==> src/rtl/cop_wb_buf_pkg.sv <==
// Shared co-processor definitions: custom opcodes, instruction field positions
// and the default result width used by the write-back buffer.
package cop_wb_buf_pkg;

  localparam int unsigned COP_XLEN = 64;

  localparam int unsigned RD_MSB = 11;
  localparam int unsigned RD_LSB = 7;

  localparam logic [6:0] CUSTOM_0 = 7'b0001011;
  localparam logic [6:0] CUSTOM_1 = 7'b0101011;
  localparam logic [6:0] CUSTOM_2 = 7'b1011011;
  localparam logic [6:0] CUSTOM_3 = 7'b1111011;

  typedef logic [4:0] reg_idx_t;

  function automatic reg_idx_t insn_rd(input logic [31:0] insn);
    return insn[RD_MSB:RD_LSB];
  endfunction

  function automatic logic [31:0] idx_onehot(input reg_idx_t idx);
    return 32'h0000_0001 << idx;
  endfunction

  function automatic logic is_custom(input logic [31:0] insn);
    return (insn[6:0] == CUSTOM_0) || (insn[6:0] == CUSTOM_1) ||
           (insn[6:0] == CUSTOM_2) || (insn[6:0] == CUSTOM_3);
  endfunction

endpackage

==> src/rtl/cop_wb_fifo.sv <==
// Generic circular FIFO with read/write pointers and an occupancy count.
// Exposes every slot and its validity so the owner can scan buffered entries.
module cop_wb_fifo #(
  parameter int unsigned DEPTH = 2,
  parameter int unsigned W     = 69
) (
  input  logic                      clk_i,
  input  logic                      rst_ni,
  input  logic                      clr_i,
  input  logic                      push_i,
  input  logic                      pop_i,
  input  logic [W-1:0]              wdata_i,
  output logic                      full_o,
  output logic                      empty_o,
  output logic [W-1:0]              rdata_o,
  output logic [DEPTH-1:0][W-1:0]   mem_o,
  output logic [DEPTH-1:0]          slot_valid_o
);

  localparam int unsigned PW = $clog2(DEPTH);
  localparam int unsigned CW = $clog2(DEPTH + 1);

  localparam logic [PW-1:0] PTR_ONE  = PW'(1);
  localparam logic [CW-1:0] CNT_ONE  = CW'(1);
  localparam logic [CW-1:0] CNT_FULL = CW'(DEPTH);

  logic [PW-1:0]            rd_ptr_q, rd_ptr_d;
  logic [PW-1:0]            wr_ptr_q, wr_ptr_d;
  logic [CW-1:0]            count_q, count_d;
  logic [DEPTH-1:0][W-1:0]  mem_q;
  logic                     push_ok_s, pop_ok_s;

  assign full_o    = (count_q == CNT_FULL);
  assign empty_o   = (count_q == {CW{1'b0}});
  assign push_ok_s = push_i & ~full_o & ~clr_i;
  assign pop_ok_s  = pop_i & ~empty_o & ~clr_i;

  // Next-state for pointers and count; clear overrides push/pop.
  // DEPTH is a power of two, so pointer overflow is the modulo wrap.
  always_comb begin
    rd_ptr_d = rd_ptr_q;
    wr_ptr_d = wr_ptr_q;
    count_d  = count_q;
    if (clr_i) begin
      rd_ptr_d = {PW{1'b0}};
      wr_ptr_d = {PW{1'b0}};
      count_d  = {CW{1'b0}};
    end else begin
      if (push_ok_s) wr_ptr_d = wr_ptr_q + PTR_ONE;
      else           wr_ptr_d = wr_ptr_q;
      if (pop_ok_s)  rd_ptr_d = rd_ptr_q + PTR_ONE;
      else           rd_ptr_d = rd_ptr_q;
      case ({push_ok_s, pop_ok_s})
        2'b10:   count_d = count_q + CNT_ONE;
        2'b01:   count_d = count_q - CNT_ONE;
        default: count_d = count_q;
      endcase
    end
  end

  // Pointer and count state.
  always_ff @(posedge clk_i or negedge rst_ni) begin
    if (!rst_ni) begin
      rd_ptr_q <= {PW{1'b0}};
      wr_ptr_q <= {PW{1'b0}};
      count_q  <= {CW{1'b0}};
    end else begin
      rd_ptr_q <= rd_ptr_d;
      wr_ptr_q <= wr_ptr_d;
      count_q  <= count_d;
    end
  end

  // Entry storage is deliberately left without reset.
  always_ff @(posedge clk_i) begin
    if (push_ok_s) begin
      mem_q[wr_ptr_q] <= wdata_i;
    end
  end

  assign rdata_o = mem_q[rd_ptr_q];
  assign mem_o   = mem_q;

  for (genvar g = 0; g < DEPTH; g++) begin : g_slot
    logic [PW-1:0] off_s;
    assign off_s           = PW'(g) - rd_ptr_q;
    assign slot_valid_o[g] = ({1'b0, off_s} < count_q);
  end

endmodule

==> src/rtl/cop_wb_buf.sv <==
// Co-processor write-back buffer: queues results bound for the register file,
// filters x0 destinations and reports which registers have pending writes.
module cop_wb_buf
  import cop_wb_buf_pkg::*;
#(
  parameter int unsigned DEPTH = 2,
  parameter int unsigned XLEN  = COP_XLEN
) (
  input  logic            cop_clk,
  input  logic            cop_rst,
  input  logic            cop_wr,
  input  logic [31:0]     cop_insn,
  input  logic [XLEN-1:0] cop_rd,
  output logic            cop_rdywr,
  output logic            wb_valid,
  input  logic            wb_ready,
  output logic [4:0]      wb_idx,
  output logic [XLEN-1:0] wb_data,
  input  logic            flush,
  output logic [31:0]     pend_mask
);

  localparam int unsigned W = XLEN + 5;

  logic                     full_s, empty_s;
  logic                     push_s, pop_s;
  reg_idx_t                 rd_idx_s;
  logic [W-1:0]             rdata_s;
  logic [DEPTH-1:0][W-1:0]  mem_s;
  logic [DEPTH-1:0]         slot_valid_s;
  logic [31:0]              pend_mask_s;
  logic                     unused_s;

  assign rd_idx_s = insn_rd(cop_insn);
  assign unused_s = ^{cop_insn[31:RD_MSB+1], cop_insn[RD_LSB-1:0]};

  assign cop_rdywr = ~full_s;
  assign wb_valid  = ~empty_s;

  // An accepted x0 result is consumed here and never reaches the FIFO.
  assign push_s = cop_wr & cop_rdywr & ~flush & (rd_idx_s != 5'd0);
  assign pop_s  = wb_valid & wb_ready & ~flush;

  cop_wb_fifo #(
    .DEPTH (DEPTH),
    .W     (W)
  ) u_fifo (
    .clk_i        (cop_clk),
    .rst_ni       (cop_rst),
    .clr_i        (flush),
    .push_i       (push_s),
    .pop_i        (pop_s),
    .wdata_i      ({rd_idx_s, cop_rd}),
    .full_o       (full_s),
    .empty_o      (empty_s),
    .rdata_o      (rdata_s),
    .mem_o        (mem_s),
    .slot_valid_o (slot_valid_s)
  );

  assign wb_idx  = rdata_s[W-1:XLEN];
  assign wb_data = rdata_s[XLEN-1:0];

  // Pending-register mask: OR of destination decodes over valid slots.
  always_comb begin
    pend_mask_s = {32{1'b0}};
    for (int i = 0; i < DEPTH; i++) begin
      if (slot_valid_s[i]) pend_mask_s = pend_mask_s | idx_onehot(mem_s[i][W-1:XLEN]);
      else                 pend_mask_s = pend_mask_s;
    end
    pend_mask_s[0] = 1'b0;
  end

  assign pend_mask = pend_mask_s;

endmodule

==> config.mk <==
export PLATFORM = sky130hd
export DESIGN_NAME = cop_wb_buf
export DESIGN_NICKNAME = d
export VERILOG_FILES = /design/src/rtl/cop_wb_buf_pkg.sv /design/src/rtl/cop_wb_fifo.sv /design/src/rtl/cop_wb_buf.sv
export SDC_FILE = /design/constraint.sdc
export NUM_CORES = 1
export LEC_CHECK = 0
export CAP_MARGIN = 20
export CORE_MARGIN = 3
export CORE_UTILIZATION = 48
export CTS_CLUSTER_DIAMETER = 150
export CTS_CLUSTER_SIZE = 20
export DETAILED_ROUTE_END_ITERATION = 7
export PLACE_DENSITY = 0.91
export SLEW_MARGIN = 20
export SYNTH_ARGS = -nofsm -noshare
export SYNTH_HDL_FRONTEND = slang
export SYNTH_SLANG_ARGS = --single-unit
==> constraint.sdc <==
create_clock -name cop_clk -period 15 [get_ports cop_clk]
set_input_delay 2.25 -clock cop_clk [delete_from_list [all_inputs] [get_ports cop_clk]]
set_output_delay 2.25 -clock cop_clk [all_outputs]
set_load 0.1 [all_outputs]
Word level (Yosys, flattened, before mapping)
Index checks and enable logic that the tools add are counted.
{"block": "totals", "register_bits": 142, "in_bits": 101, "output_inout_bits": 103, "word_cells": 53}
{"block": "classes", "n_addsub": 6, "order_cmp": 5, "n_eq_ne": 3, "shift": 2, "n_mux": 13, "bitwise": 13, "n_reduce_logical": 6}
{"operator": "$mux 69", "count": 3}
{"operator": "$bwmux 138", "count": 1}
{"operator": "$demux 69 s1", "count": 1}
{"operator": "$mux 32", "count": 2}
{"operator": "$shl 1x5->32 const A", "count": 2}
{"operator": "$or 32x32->32", "count": 1}
{"operator": "$and 1x1->1", "count": 9}
{"operator": "$reduce_bool 5->1", "count": 1}
{"operator": "$eq 2x2->1 const B", "count": 2}
{"operator": "$lt 1x2->1", "count": 2}
{"operator": "$lt 1x2->1 const B", "count": 2}
{"operator": "$mux 1", "count": 4}
{"operator": "$pmux 2 s2", "count": 1}
{"operator": "$reduce_bool 2->1", "count": 2}
{"operator": "$not 1->1", "count": 3}
{"operator": "$reduce_bool 3->1", "count": 1}
{"operator": "$add 1x1->1 const B", "count": 2}
{"operator": "$add 2x1->2 const B", "count": 1}
{"operator": "$eq 2x1->1 const B", "count": 1}
{"operator": "$logic_not 2->1", "count": 1}
{"operator": "$mux 2", "count": 1}
{"operator": "$sub 1x1->1 const A", "count": 2}
{"operator": "$sub 2x1->2 const B", "count": 1}
{"operator": "$ge 1x1->1 const B", "count": 1}
{"operator": "$logic_and 1x1->1", "count": 1}

Longest topological paths before layout
{"block": "logic_depth", "word_depth": 10, "depth_mapped": 6, "depth_no_buf": 5}

By module
Synthesis repeated with hierarchy kept, for this count alone.
{"block": "hier_totals", "cells_unflattened": 313, "hier_area_um2": 5693.0}
{"mod": "cop_wb_fifo", "n_inst": 1, "cells_per_inst": 246, "area_each_um2": 5238.8, "seq_area_each_um2": 4244.1}
{"mod": "cop_wb_buf", "n_inst": 1, "cells_per_inst": 67, "area_each_um2": 454.2, "seq_area_each_um2": 0.0}

Worst setup path before layout
Ideal clock, no wire load.
{"block": "synth_path", "kind": "input to register", "from": "in cop_insn[8]", "to": "reg u_fifo.mem_q (netlist bit u_fifo.mem_o[100]) (enable)", "setup_time_ns": 0.595, "arrival_ns": 7.600, "t_required_ns": 14.405, "slack_ns": 6.805, "stages": 3, "path_buffers": 0, "path_cell_list": "or3_4 -> o311ai_2 -> nor3b_1"}
{"block": "synth_between", "elab_chain_len": 4}
{"element": "start: declaration", "line": "cop_wb_buf.sv:12", "source": "input logic [31:0] cop_insn,"}
{"element": "$reduce_bool 5->1", "line": "cop_wb_buf.sv:41", "source": "assign push_s = cop_wr & cop_rdywr & ~flush & (rd_idx_s != 5'd0);"}
{"element": "$and 1x1->1", "line": "cop_wb_buf.sv:41"}
{"element": "$and 1x1->1 (2 in a row)", "line": "cop_wb_fifo.sv:35", "source": "assign push_ok_s = push_i & ~full_o & ~clr_i;"}
{"element": "end signal: indexed assignment", "line": "cop_wb_fifo.sv:77", "source": "mem_q[wr_ptr_q] <= wdata_i;"}
{"element": "end: declaration", "line": "cop_wb_fifo.sv:30", "source": "logic [DEPTH-1:0][W-1:0] mem_q;"}
Every way passes these cells.
A chain may end at the register's enable or synchronous reset.

Worst setup path after layout
{"block": "layout_path", "from": "reg u_fifo.rd_ptr_q", "to": "out pend_mask[11]"}
{"block": "layout_between", "elab_chain_len": 5, "elab_cells_between_ends": 7, "cone_classes": "2 x add/sub; 2 x order compare; 2 x mux; 1 x bitwise"}
{"element": "start: declaration", "line": "cop_wb_fifo.sv:27", "source": "logic [PW-1:0] rd_ptr_q, rd_ptr_d;"}
{"element": "start signal: assignment", "line": "cop_wb_fifo.sv:64", "source": "rd_ptr_q <= {PW{1'b0}};"}
{"element": "start signal: assignment", "line": "cop_wb_fifo.sv:68", "source": "rd_ptr_q <= rd_ptr_d;"}
{"element": "$sub 1x1->1", "line": "cop_wb_fifo.sv:86", "source": "assign off_s = PW'(g) - rd_ptr_q;"}
{"element": "$lt 1x2->1", "line": "cop_wb_fifo.sv:87", "source": "assign slot_valid_o[g] = ({1'b0, off_s} < count_q);"}
{"element": "$mux 32", "line": "cop_wb_buf.sv:68", "source": "if (slot_valid_s[i]) pend_mask_s = pend_mask_s | idx_onehot(mem_s[i][W-1:XLEN]);"}
{"element": "$or 32x32->32", "line": "cop_wb_buf.sv:68"}
{"element": "$mux 32 (*)", "line": "cop_wb_buf.sv:68"}
{"element": "end: declaration", "line": "cop_wb_buf.sv:20", "source": "output logic [31:0] pend_mask"}
Every way passes the cells marked *; elsewhere a longest branch is shown, timed or not.

==> metrics <==
Top Ports around 200; Buf/Inv on CP 1; Hold Crit Class flip-flop to flip-flop; Avg WL per Cell 19.57 um; Critical Path Source Type flip-flop; worst setup margin 9059 ps; pre-CTS WS about 9500 ps; critical path class flip-flop to primary output; Total Neg Setup Slack 0 ps; critical path data arrival time between 3000 and 4000 ps; initial antenna violation count 0; dpl cell area roughly 7500 um^2; GP Congestion ~0.9; Post-DRT Antenna Nets 0; root buf cell clkbuf_16; number of diodes 0; post_cts resized 0; flop-to-flop setup slack ~13000 ps; number of global-route vias before repair 3655; endpoint class of the critical path primary output; worst r2r dst u_fifo.mem_o[109]; Min Clock Period, post-route between 5000 and 6000 ps; Starting DRT DRC Count 328; Seq cells post-synth between 100 and 150; Setup Fix Bufs, Post-CTS 0; Req. time, crit path approximately 13000 ps; CTS max path bufs 2; fin nets 593; initial core utilization about half; Cell Area, Synth 5649 um^2; unrepaired setup endpoints after global routing no; Fillers about 700; crit path from u_fifo.rd_ptr_q; status finished, final reports clean; CP max stage cell clkdlybuf4s50_1; via count roughly 3500; Seq/Total Area, Yosys between 70% and 80%; Total GRT Usage 19.33%; Synth Warn # 0; # rows 38; crit-path max FO 71; mean post-synth cell area between 15 and 20 um^2; Congestion Overflow GR 0; Worst slew margin about a third; final hold viol count 0; Clock Pin Slew Worst Setup and Hold Paths approximately 60 ps; global-route wire length before repair just under 20 mm; Leak Pwr 2.664 nW; Mapped Cells 308; detailed placement HPWL 8.431 mm; Final Instance Count excl. Fillers roughly 650; width of the die about 110 um; Max Slew Vio Count 0; Cell Chain, Critical Path a21oi_1 > or3b_1 > o22ai_1 > clkdlybuf4s50_1; layout cells sized above 1 roughly 23%; die area around 13000 um^2; Area Overhead vs Synth 43.99%; hold_buf cts 0; # setup viols final 0; worst-skew pair later-pin latency 410 ps; largest net degree at the start of global routing roughly 70; Core Area around 11000 um^2; TritonCTS Sinks between 100 and 150; Detailed Routing Iterations Pass 1 4; via density per instance 5.349; TritonCTS Buffers 17; die height around 110 um; worst setup path endpoint pend_mask[11]; crit share post-route a little under 40%; clk_skew about 7.5 ps; Total Wirelength around 13 mm; r2r startpoint u_fifo.count_q[1]; Max Cap Viol 0; Placed Cells 613; Stages on worst setup path 4; Synthesized Nets 409; Max Clock Freq approximately 0.17 GHz; DRC 0; CP max stage delay between 1000 and 1500 ps; R2R depth 5; number of distinct library cells after synthesis 32; Max VDD drop roughly 0.10 mV; worst slew pin tran 1021 ps; family with the most delay on the worst path buffers and inverters; pwr dens ~140 nW/um^2; # port buffers approximately 180; Final Cell Area 8134 um^2; CTS tree yes; H-tree depth 4
[stage by stage]
| step | hold WS [ps] | utilization (%) | total power, mW |
|---|---|---|---|
| 6_report | 587.6 | 72.80 | 1.127 |
| 5_1_grt | 671.2 | 72.80 | 1.161 |
| 4_1_cts | 596.5 | 72.80 | 1.136 |
| 3_5_place_dp | 582.7 | 67.53 | 0.7251 |
| 3_3_place_gp | 557.5 | 67.53 | 0.7213 |
| 2_1_floorplan | 519.3 | - | 0.6589 |
[sequential cells by signal, summed over array words and instances (netlist names)]
name	count
u_fifo.count_q	2
u_fifo.wr_ptr_q	1
u_fifo.rd_ptr_q	1
u_fifo.mem_o	138
[cell families (layout without fill, tap and decap cells)]
kind of cell,Yosys count,in the layout,synth area share [%]
and+or+nand+nor,41,41,4.540
DFF,142,142,75.13
AOI/OAI and AO/OA,37,37,4.651
xor gates and xnor gates,2,2,0.3101
buffers and inverters,14,211,1.196
muxes,71,71,14.11
other,1,1,0.06638
[synth_stat cells]
library cell / count / area share [%]
inv_2: 1 / 0.066
buf_4: 1 / 0.13
conb_1: 1 / 0.066
nand3_1: 3 / 0.27
nor2b_1: 3 / 0.33
xnor2_1: 1 / 0.16
a21o_1: 1 / 0.13
nor3_1: 1 / 0.089
o311ai_2: 1 / 0.29
nand2_1: 6 / 0.40
or2_1: 1 / 0.11
or3b_2: 4 / 0.62
or3b_1: 2 / 0.31
nor3b_1: 1 / 0.13
buf_2: 9 / 0.80
nor2_1: 5 / 0.33
mux2_2: 69 / 14
inv_1: 1 / 0.066
dfrtp_1: 4 / 1.8
mux2i_1: 2 / 0.35
or3_1: 4 / 0.44
a31oi_1: 1 / 0.11
o22ai_1: 31 / 3.4
a211oi_2: 1 / 0.22
clkbuf_1: 2 / 0.13
xor2_1: 1 / 0.16
nand3b_1: 9 / 1.2
or2_2: 1 / 0.11
or3_4: 1 / 0.20
o31ai_4: 1 / 0.38
a21oi_1: 1 / 0.089
edfxtp_1: 138 / 73
[cell type report]
cell class              instances  area (um^2)  area share (%)
flip-flops and latches        142         4248           52.22
clock buffers                  18        429.2           5.276
clock inverters                14        160.2           1.969
multi-input cells             152         1348           16.57
repair buffers                177         1767           21.72
well taps                     140        175.2           2.154
inverters                       2        7.507         0.09229
[where the power goes]
part / internal [mW] / total (mW) / leakage (nW) / switching (mW)
logic: 0.0708 / 0.249 / 1.07 / 0.178
registers: 0.455 / 0.468 / 1.32 / 0.0129
clock network: 0.248 / 0.410 / 0.281 / 0.162
total: 0.774 / 1.13 / 2.66 / 0.353
[how the worst min path moves through the flow]
stage                          from              end  slack (ps)  cells past startpoint
floorplan           u_fifo.wr_ptr_q  u_fifo.wr_ptr_q         520                      2
global placement    u_fifo.wr_ptr_q  u_fifo.wr_ptr_q         560                      2
detailed placement  u_fifo.wr_ptr_q  u_fifo.wr_ptr_q         580                      2
CTS                 u_fifo.wr_ptr_q  u_fifo.wr_ptr_q         600                      2
global route        u_fifo.wr_ptr_q  u_fifo.wr_ptr_q         670                      2
finish              u_fifo.wr_ptr_q  u_fifo.wr_ptr_q         590                      2
[routing by layer]
metal,track usage [%],part of all wire [%],vias to the layer above
met5,0,0,-
met4,6.492,0.92,0
met3,5.497,7.0,14
met2,33.64,53,160
met1,23.08,39,1667
li1,-,-,1609
[worst register-to-register path: cells and delay by family (launching register included)]
| kind | cells | cell delay (ps) |
|---|---|---|
| buffers and inverters | 2 | 830 |
| flip-flops | 1 | 430 |
| AND/OR/NAND/NOR | 2 | 390 |
| AO/OA/AOI/OAI | 1 | 160 |
[layout by cell type (no fill, tap or decap), types with 2 or more instances in the layout]
cell | synthesis | layout
clkdlybuf4s50_1 | 0 | 175
nor2b_1 | 3 | 3
edfxtp_1 | 138 | 138
clkinv_4 | 0 | 5
o22ai_1 | 31 | 31
nor2_1 | 5 | 5
nand3_1 | 3 | 3
or3_1 | 4 | 4
or3b_1 | 2 | 2
clkinvlp_4 | 0 | 2
nand2_1 | 6 | 6
or3b_2 | 4 | 4
nand3b_1 | 9 | 9
dfrtp_1 | 4 | 3
buf_4 | 1 | 2
clkbuf_16 | 0 | 17
bufinv_16 | 0 | 2
mux2i_1 | 2 | 2
mux2_2 | 69 | 69
inv_6 | 0 | 3
Power figures use the tool's default switching activity.
